`src/rtl/x2_multiplier_if.sv`:
```
// ----------------------------------------------------------------------------
// x2_multiplier_if
//
// Signal bundle between the final multiplier stage, the x1x2 FIFO head it
// consumes, and the writeback path it feeds.
//
//   RES_RX1          FIFO head: [127:64]=S1, [63:0]=S0 carry-save pair
//   SELECT_MSB_RX1   1: return product[63:32], 0: product[31:0]
//   SIGNED_RES_RX1   signedness tag, forwarded unchanged
//   X1X2_EMPTY_SX1   FIFO empty
//   X1X2_POP_SX2     pop FIFO head this cycle
//   FLUSH_SX2        kill every in-flight operation
//   RES_READY_SX2    writeback accepts the result this cycle
//   MULT_RES_RX2     selected 32-bit result word
//   MULT_SIGNED_RX2  forwarded signedness tag
//   MULT_VALID_RX2   result and tag are valid
//
// slave  : the multiplier stage itself
// master : the environment (FIFO + writeback + pipeline control)
// ----------------------------------------------------------------------------
interface x2_multiplier_if;
    logic [127:0] RES_RX1;
    logic         SELECT_MSB_RX1;
    logic         SIGNED_RES_RX1;
    logic         X1X2_EMPTY_SX1;
    logic         X1X2_POP_SX2;
    logic         FLUSH_SX2;
    logic         RES_READY_SX2;
    logic [31:0]  MULT_RES_RX2;
    logic         MULT_SIGNED_RX2;
    logic         MULT_VALID_RX2;

    modport slave (
        input  RES_RX1, SELECT_MSB_RX1, SIGNED_RES_RX1, X1X2_EMPTY_SX1,
        input  FLUSH_SX2, RES_READY_SX2,
        output X1X2_POP_SX2, MULT_RES_RX2, MULT_SIGNED_RX2, MULT_VALID_RX2
    );

    modport master (
        output RES_RX1, SELECT_MSB_RX1, SIGNED_RES_RX1, X1X2_EMPTY_SX1,
        output FLUSH_SX2, RES_READY_SX2,
        input  X1X2_POP_SX2, MULT_RES_RX2, MULT_SIGNED_RX2, MULT_VALID_RX2
    );
endinterface

```
`src/rtl/x2_multiplier.sv`:
```
// ----------------------------------------------------------------------------
// x2_multiplier
//
// Final stage of the three-stage multiplier. Pops one carry-save pair
// (S0, S1) from the x1x2 FIFO, resolves it with a two-cycle split
// carry-propagate adder and hands the selected 32-bit word to writeback.
//
//   Stage A: low SPLIT bits added, carry-out registered together with the
//            untouched high slices and the SELECT_MSB / SIGNED flags.
//   Stage B: high slices added with the registered carry, word selected
//            and registered as the output.
//
// Parameters
//   SPLIT    cut position of the 64-bit add between the stages (1..63)
//
// Ports
//   clk      core clock, rising edge
//   reset_n  asynchronous active-low reset
//   bus      x2_multiplier_if.slave (FIFO head, flush, result handshake)
//
// Flow control is a combinational ready chain from the output back to the
// FIFO pop, so a full pipeline sustains one result per cycle and holds
// exactly two entries while writeback stalls.
// ----------------------------------------------------------------------------
module x2_multiplier #(
    parameter int SPLIT = 32
) (
    input  logic               clk,
    input  logic               reset_n,
    x2_multiplier_if.slave     bus
);

    localparam int HI_W = 64 - SPLIT;

    typedef struct packed {
        logic [SPLIT-1:0] lo_sum;
        logic             c_lo;
        logic [HI_W-1:0]  s0_hi;
        logic [HI_W-1:0]  s1_hi;
        logic             sel_msb;
        logic             sgn;
    } a_stage_t;

    typedef struct packed {
        logic [31:0] res;
        logic        sgn;
    } b_stage_t;

    logic [63:0] s0;
    logic [63:0] s1;
    logic [SPLIT:0] lo_full;
    logic [HI_W-1:0] hi_sum;
    logic [63:0] product;

    a_stage_t a_q, a_d;
    b_stage_t b_q, b_d;

    logic a_valid;
    logic b_valid;
    logic a_ready;
    logic b_ready;
    logic pop;
    logic a_adv;
    logic out_fire;

    assign s0 = bus.RES_RX1[63:0];
    assign s1 = bus.RES_RX1[127:64];

    // ------------------------------------------------------------------
    // Ready chain
    // ------------------------------------------------------------------
    assign b_ready  = !b_valid || bus.RES_READY_SX2;
    assign a_ready  = !a_valid || b_ready;
    assign a_adv    = a_valid && b_ready;
    assign out_fire = b_valid && bus.RES_READY_SX2;

    // reset_n gates the pop so the FIFO is never drained while the stage
    // is held in reset, independent of the cleared valid bits.
    assign pop = reset_n && !bus.X1X2_EMPTY_SX1 && a_ready && !bus.FLUSH_SX2;

    // ------------------------------------------------------------------
    // Stage A datapath: low half of the carry-propagate add
    // ------------------------------------------------------------------
    // One extra bit on the low add captures the carry into the high half.
    assign lo_full = {1'b0, s0[SPLIT-1:0]} + {1'b0, s1[SPLIT-1:0]};

    always_comb begin
        a_d         = '0;
        a_d.lo_sum  = lo_full[SPLIT-1:0];
        a_d.c_lo    = lo_full[SPLIT];
        a_d.s0_hi   = s0[63:SPLIT];
        a_d.s1_hi   = s1[63:SPLIT];
        a_d.sel_msb = bus.SELECT_MSB_RX1;
        a_d.sgn     = bus.SIGNED_RES_RX1;
    end

    // ------------------------------------------------------------------
    // Stage B datapath: high half plus registered carry, word select
    // ------------------------------------------------------------------
    // The high add truncates naturally to HI_W bits, giving the modulo
    // 2^64 product.
    assign hi_sum  = a_q.s0_hi + a_q.s1_hi + HI_W'(a_q.c_lo);
    assign product = {hi_sum, a_q.lo_sum};

    always_comb begin
        b_d     = '0;
        b_d.res = a_q.sel_msb ? product[63:32] : product[31:0];
        b_d.sgn = a_q.sgn;
    end

    // ------------------------------------------------------------------
    // Valid bits
    // ------------------------------------------------------------------
    // Flush wins over everything, including a simultaneous output
    // handshake: the result is simply dropped.
    always_ff @(posedge clk or negedge reset_n) begin
        if (!reset_n) begin
            a_valid <= 1'b0;
        end else if (bus.FLUSH_SX2) begin
            a_valid <= 1'b0;
        end else if (pop) begin
            a_valid <= 1'b1;
        end else if (a_adv) begin
            a_valid <= 1'b0;
        end
    end

    always_ff @(posedge clk or negedge reset_n) begin
        if (!reset_n) begin
            b_valid <= 1'b0;
        end else if (bus.FLUSH_SX2) begin
            b_valid <= 1'b0;
        end else if (a_adv) begin
            b_valid <= 1'b1;
        end else if (out_fire) begin
            b_valid <= 1'b0;
        end
    end

    // ------------------------------------------------------------------
    // Stage registers
    // ------------------------------------------------------------------
    // FIFO data is captured only on a pop; B only on an advance, so a
    // stalled output stays stable.
    always_ff @(posedge clk or negedge reset_n) begin
        if (!reset_n) begin
            a_q <= '0;
        end else if (pop) begin
            a_q <= a_d;
        end
    end

    always_ff @(posedge clk or negedge reset_n) begin
        if (!reset_n) begin
            b_q <= '0;
        end else if (a_adv) begin
            b_q <= b_d;
        end
    end

    // ------------------------------------------------------------------
    // Outputs
    // ------------------------------------------------------------------
    assign bus.X1X2_POP_SX2    = pop;
    assign bus.MULT_RES_RX2    = b_q.res;
    assign bus.MULT_SIGNED_RX2 = b_q.sgn;
    assign bus.MULT_VALID_RX2  = b_valid;

endmodule

```
`src/flat_wrapper.sv`:
```
// flat-port wrapper written by rule: the top's interface ports become plain ports
module x2_multiplier_flat 
#(
    parameter int SPLIT = 32
)
  (clk, reset_n, bus_RES_RX1, bus_SELECT_MSB_RX1, bus_SIGNED_RES_RX1, bus_X1X2_EMPTY_SX1, bus_FLUSH_SX2, bus_RES_READY_SX2, bus_X1X2_POP_SX2, bus_MULT_RES_RX2, bus_MULT_SIGNED_RX2, bus_MULT_VALID_RX2);
  x2_multiplier_if bus_i ();
  input  logic clk;
  input  logic reset_n;
  input wire logic [$bits(bus_i.RES_RX1)-1:0] bus_RES_RX1;
  input wire logic [$bits(bus_i.SELECT_MSB_RX1)-1:0] bus_SELECT_MSB_RX1;
  input wire logic [$bits(bus_i.SIGNED_RES_RX1)-1:0] bus_SIGNED_RES_RX1;
  input wire logic [$bits(bus_i.X1X2_EMPTY_SX1)-1:0] bus_X1X2_EMPTY_SX1;
  input wire logic [$bits(bus_i.FLUSH_SX2)-1:0] bus_FLUSH_SX2;
  input wire logic [$bits(bus_i.RES_READY_SX2)-1:0] bus_RES_READY_SX2;
  output wire logic [$bits(bus_i.X1X2_POP_SX2)-1:0] bus_X1X2_POP_SX2;
  output wire logic [$bits(bus_i.MULT_RES_RX2)-1:0] bus_MULT_RES_RX2;
  output wire logic [$bits(bus_i.MULT_SIGNED_RX2)-1:0] bus_MULT_SIGNED_RX2;
  output wire logic [$bits(bus_i.MULT_VALID_RX2)-1:0] bus_MULT_VALID_RX2;
  assign bus_i.RES_RX1 = bus_RES_RX1;
  assign bus_i.SELECT_MSB_RX1 = bus_SELECT_MSB_RX1;
  assign bus_i.SIGNED_RES_RX1 = bus_SIGNED_RES_RX1;
  assign bus_i.X1X2_EMPTY_SX1 = bus_X1X2_EMPTY_SX1;
  assign bus_i.FLUSH_SX2 = bus_FLUSH_SX2;
  assign bus_i.RES_READY_SX2 = bus_RES_READY_SX2;
  assign bus_X1X2_POP_SX2 = bus_i.X1X2_POP_SX2;
  assign bus_MULT_RES_RX2 = bus_i.MULT_RES_RX2;
  assign bus_MULT_SIGNED_RX2 = bus_i.MULT_SIGNED_RX2;
  assign bus_MULT_VALID_RX2 = bus_i.MULT_VALID_RX2;
  x2_multiplier #(.SPLIT(SPLIT)) u_core (.clk(clk), .reset_n(reset_n), .bus(bus_i));
endmodule
```
`config.mk`:
```
export PLATFORM = sky130hd
export DESIGN_NAME = x2_multiplier_flat
export DESIGN_NICKNAME = d
export VERILOG_FILES = /design/src/rtl/x2_multiplier_if.sv /design/src/rtl/x2_multiplier.sv /design/src/flat_wrapper.sv
export SDC_FILE = /design/constraint.sdc
export NUM_CORES = 1
export LEC_CHECK = 0
export CORE_ASPECT_RATIO = 2
export CORE_UTILIZATION = 30
export DETAILED_ROUTE_END_ITERATION = 16
export DONT_BUFFER_PORTS = 1
export PLACE_DENSITY = 0.5
export SYNTH_ARGS = -nofsm -noshare
export SYNTH_HDL_FRONTEND = slang
export SYNTH_SLANG_ARGS = --single-unit
```
`constraint.sdc`:
```
create_clock -name clk -period 7.7 [get_ports clk]
set_clock_uncertainty 0.2 [all_clocks]
set_input_delay 1.54 -clock clk [delete_from_list [all_inputs] [get_ports clk]]
set_output_delay 1.54 -clock clk [all_outputs]
set_load 0.01 [all_outputs]
```
==> flow_summary.toml <==
[status]
outcome = "complete, no violations"

[place]
io_buffers = 0
dp_cells = 1318
place_area_um2 = 8810
dp.final_hpwl_um = 17640
place.gp.congestion = 0.8558

[yosys]
synth_area_um2 = 8498
yosys.area.top_type = "dfrtp_1"
yosysSeqAreaShare_pct = 39.46
synth.distinct_cells = 62
synth-xor-area-share_pct = 4.947
synth_edf_count = 0
synth.avg_cell_area_um2 = 8.456
ys_seq_elements = 134
yosys.area_share.simple_pct = 20.39
synthTopCellsByCount = "nand2_1 (296), dfrtp_1 (134), o21ai_0 (88)"
syn_nets = 1205
yosysTopAreaCellShare_pct = 39.46
ys.flop_type = "dfrtp_1"
synth_area_leaders = "dfrtp_1 (39%), nand2_1 (13%), ha_1 (9.1%)"
yosys_warnings = 0
synth_compound_area_share_pct = 19.55
synth_top_family_by_area = "simple AND/OR/NAND/NOR gates"
synth_cells = 1005
synth-adder-area-share_pct = 9.835
yosysMostFrequentCell = "nand2_1"
async_flop_share_pct = 100.0
synthMuxAreaShare_pct = 2.959

[global_routing]
overflow = 0
grt_usage_pct = 16.86
antenna_found_initial = 0
gr-usage-met1_pct = 18.61
grt_pass1_vias = 6959
grt_pass1_wl_um = 37290
gr-usage-met2_pct = 30.67
grt_use_met3_pct = 3.890
grt_max_degree = 136
grt.busiest_layer = "met2"

[route]
drt_iter0_drc = 311
vias = 6797
wl_per_cell_um = 17.30
ant_nets = 0
drtPass1Iterations = 5
drcViolationCount = 0
wirelength_um = 23360
viasPerCell = 5.035

[finish]
nets = 1185
drive_above_1_share_pct = 4.910
finalCoreUtilization_pct = 34.02
design_area_um2 = 9409
diodes = 0
fin_cells = 1350
area_growth_pct = 10.72

[critical_path]
cp-end-kind = "output port"
start_kind = "primary input"
worstPathArrival_ps = 2520
required_ps = 5960
worstSetupPathType = "in -> out"
path_max_fanout = 49

[sta]
fmax_mhz = 234.6
finalSetupViolations = 0
finalMaxSlewViolations = 0
rsz0062_at_grt = "no"
fin_setup_tns_ps = 0
worst_pin_slew_ps = 1059
final_hold_viol_count = 0
fin_crit_sh_pct = 55.35
max_slew_margin_pct = 29.22
min_period_ps = 4262

[clocking]
cts.path.max_buffers = 2
numCtsBuffers = 17
clockRootBuffer = "clkbuf_16"
path_clk_slew_ps = 60
hold_buffers = 0
post_cts_buffers = 0
htreeDepth = 4
cts_num_sinks = 134
cts_resized = 0
cts_tree = "yes"
clkLatencyLatePin_ps = 430

[floorplan]
dieWidth_um = 121.0
die_area_um2 = 29040
rows = 86
core-area_um2 = 27650
io_pins = 170
die_h_um = 240.0
start_util_pct = 30.73

[power_and_ir_drop]
irDropWorstVdd_mv = 0.1416
p_per_area_nw_per_um2 = 273.9
p_leak_uw = 0.004581

[run]
max_cap_viol_count = 0

[hold_path]
hp-class = "reg -> reg"
==> placed cells by master, fill, tap and decap left out, drive strengths merged, types with 6 or more instances in the layout <==
master	instances
o21ai	90
ha	62
dfrtp	134
nand3	17
xnor2	31
and3	7
o21a	8
nor2	32
inv	23
a21o	35
nand2	296
mux2i	24
a21oi	62
nor3b	7
a211o	10
and2	7
a31oi	6
clkbuf	20
xor2	17
nand2b	10
clkinv	6
nor2b	11
nand4	6
==> report_power, final <==
group	switching, uW	leakage, uW	internal [uW]
Sequential	167	0.00168	862
Clock	330	0.000292	498
Combinational	407	0.00261	313
==> area by class of cell <==
cell class | instances | area (um^2)
fillers | 2887 | 18250
multi-input cells | 808 | 4910
flip-flops and latches | 134 | 3354
clock buffers | 20 | 456.7
well taps | 352 | 440.4
clock inverters | 12 | 142.6
inverters | 20 | 75.07
repair buffers | 4 | 30.03
==> flip-flops by register name, summed over array words and instances (netlist names) <==
| signal | cells |
|---|---|
| u_core.a_q | 99 |
| u_core.a_valid | 1 |
| u_core.bus.MULT_RES_RX2 | 32 |
| u_core.bus.MULT_SIGNED_RX2 | 1 |
| u_core.bus.MULT_VALID_RX2 | 1 |
==> per-layer routing <==
| metal | part of all wire [%] | wire (um) |
|---|---|---|
| met3 | 4.7 | 1099 |
| met5 | 0 | 0 |
| met4 | 2.4 | 565 |
| met1 | 40 | 9296 |
| met2 | 53 | 12390 |
==> per-stage QoR <==
stage | total power, uW | worst slack [ps] | hold WS, ps
2_1_floorplan | 1560 | 3244 | 238.6
3_3_place_gp | 1762 | 3219 | 258.6
3_5_place_dp | 1770 | 3199 | 264.7
4_1_cts | 2618 | 3413 | 281.1
5_1_grt | 2759 | 3314 | 306.8
6_report | 2577 | 3438 | 273.2
==> critical path, cell delays in order <==
cell and delay [ps]:
nor2b_1 220, and2_0 180, or3_4 450, inv_2 120
==> path summary, 6_finish.rpt <==
path,start,endpoint,slack (ps),cells after the start
min in group asynchronous,reset_n,u_core.bus.MULT_VALID_RX2,600,0
hold reg to reg,u_core.a_q[71],u_core.a_q[71],270,2
max in group asynchronous,reset_n,u_core.a_q[7],6500,0
setup / recovery,bus_RES_READY_SX2,bus_X1X2_POP_SX2,3440,4
setup reg to reg,u_core.a_q[2],u_core.bus.MULT_RES_RX2[24],3840,11
hold / removal,u_core.a_q[71],u_core.a_q[71],270,2
==> logic make-up after synthesis <==
kind of cell	after synthesis
AOI/OAI and AO/OA	261
xor gates and xnor gates	48
adders and majority gates	65
buffers and inverters	63
DFF	134
muxes	25
and+or+nand+nor	409
(Power assumes the default switching activity.)
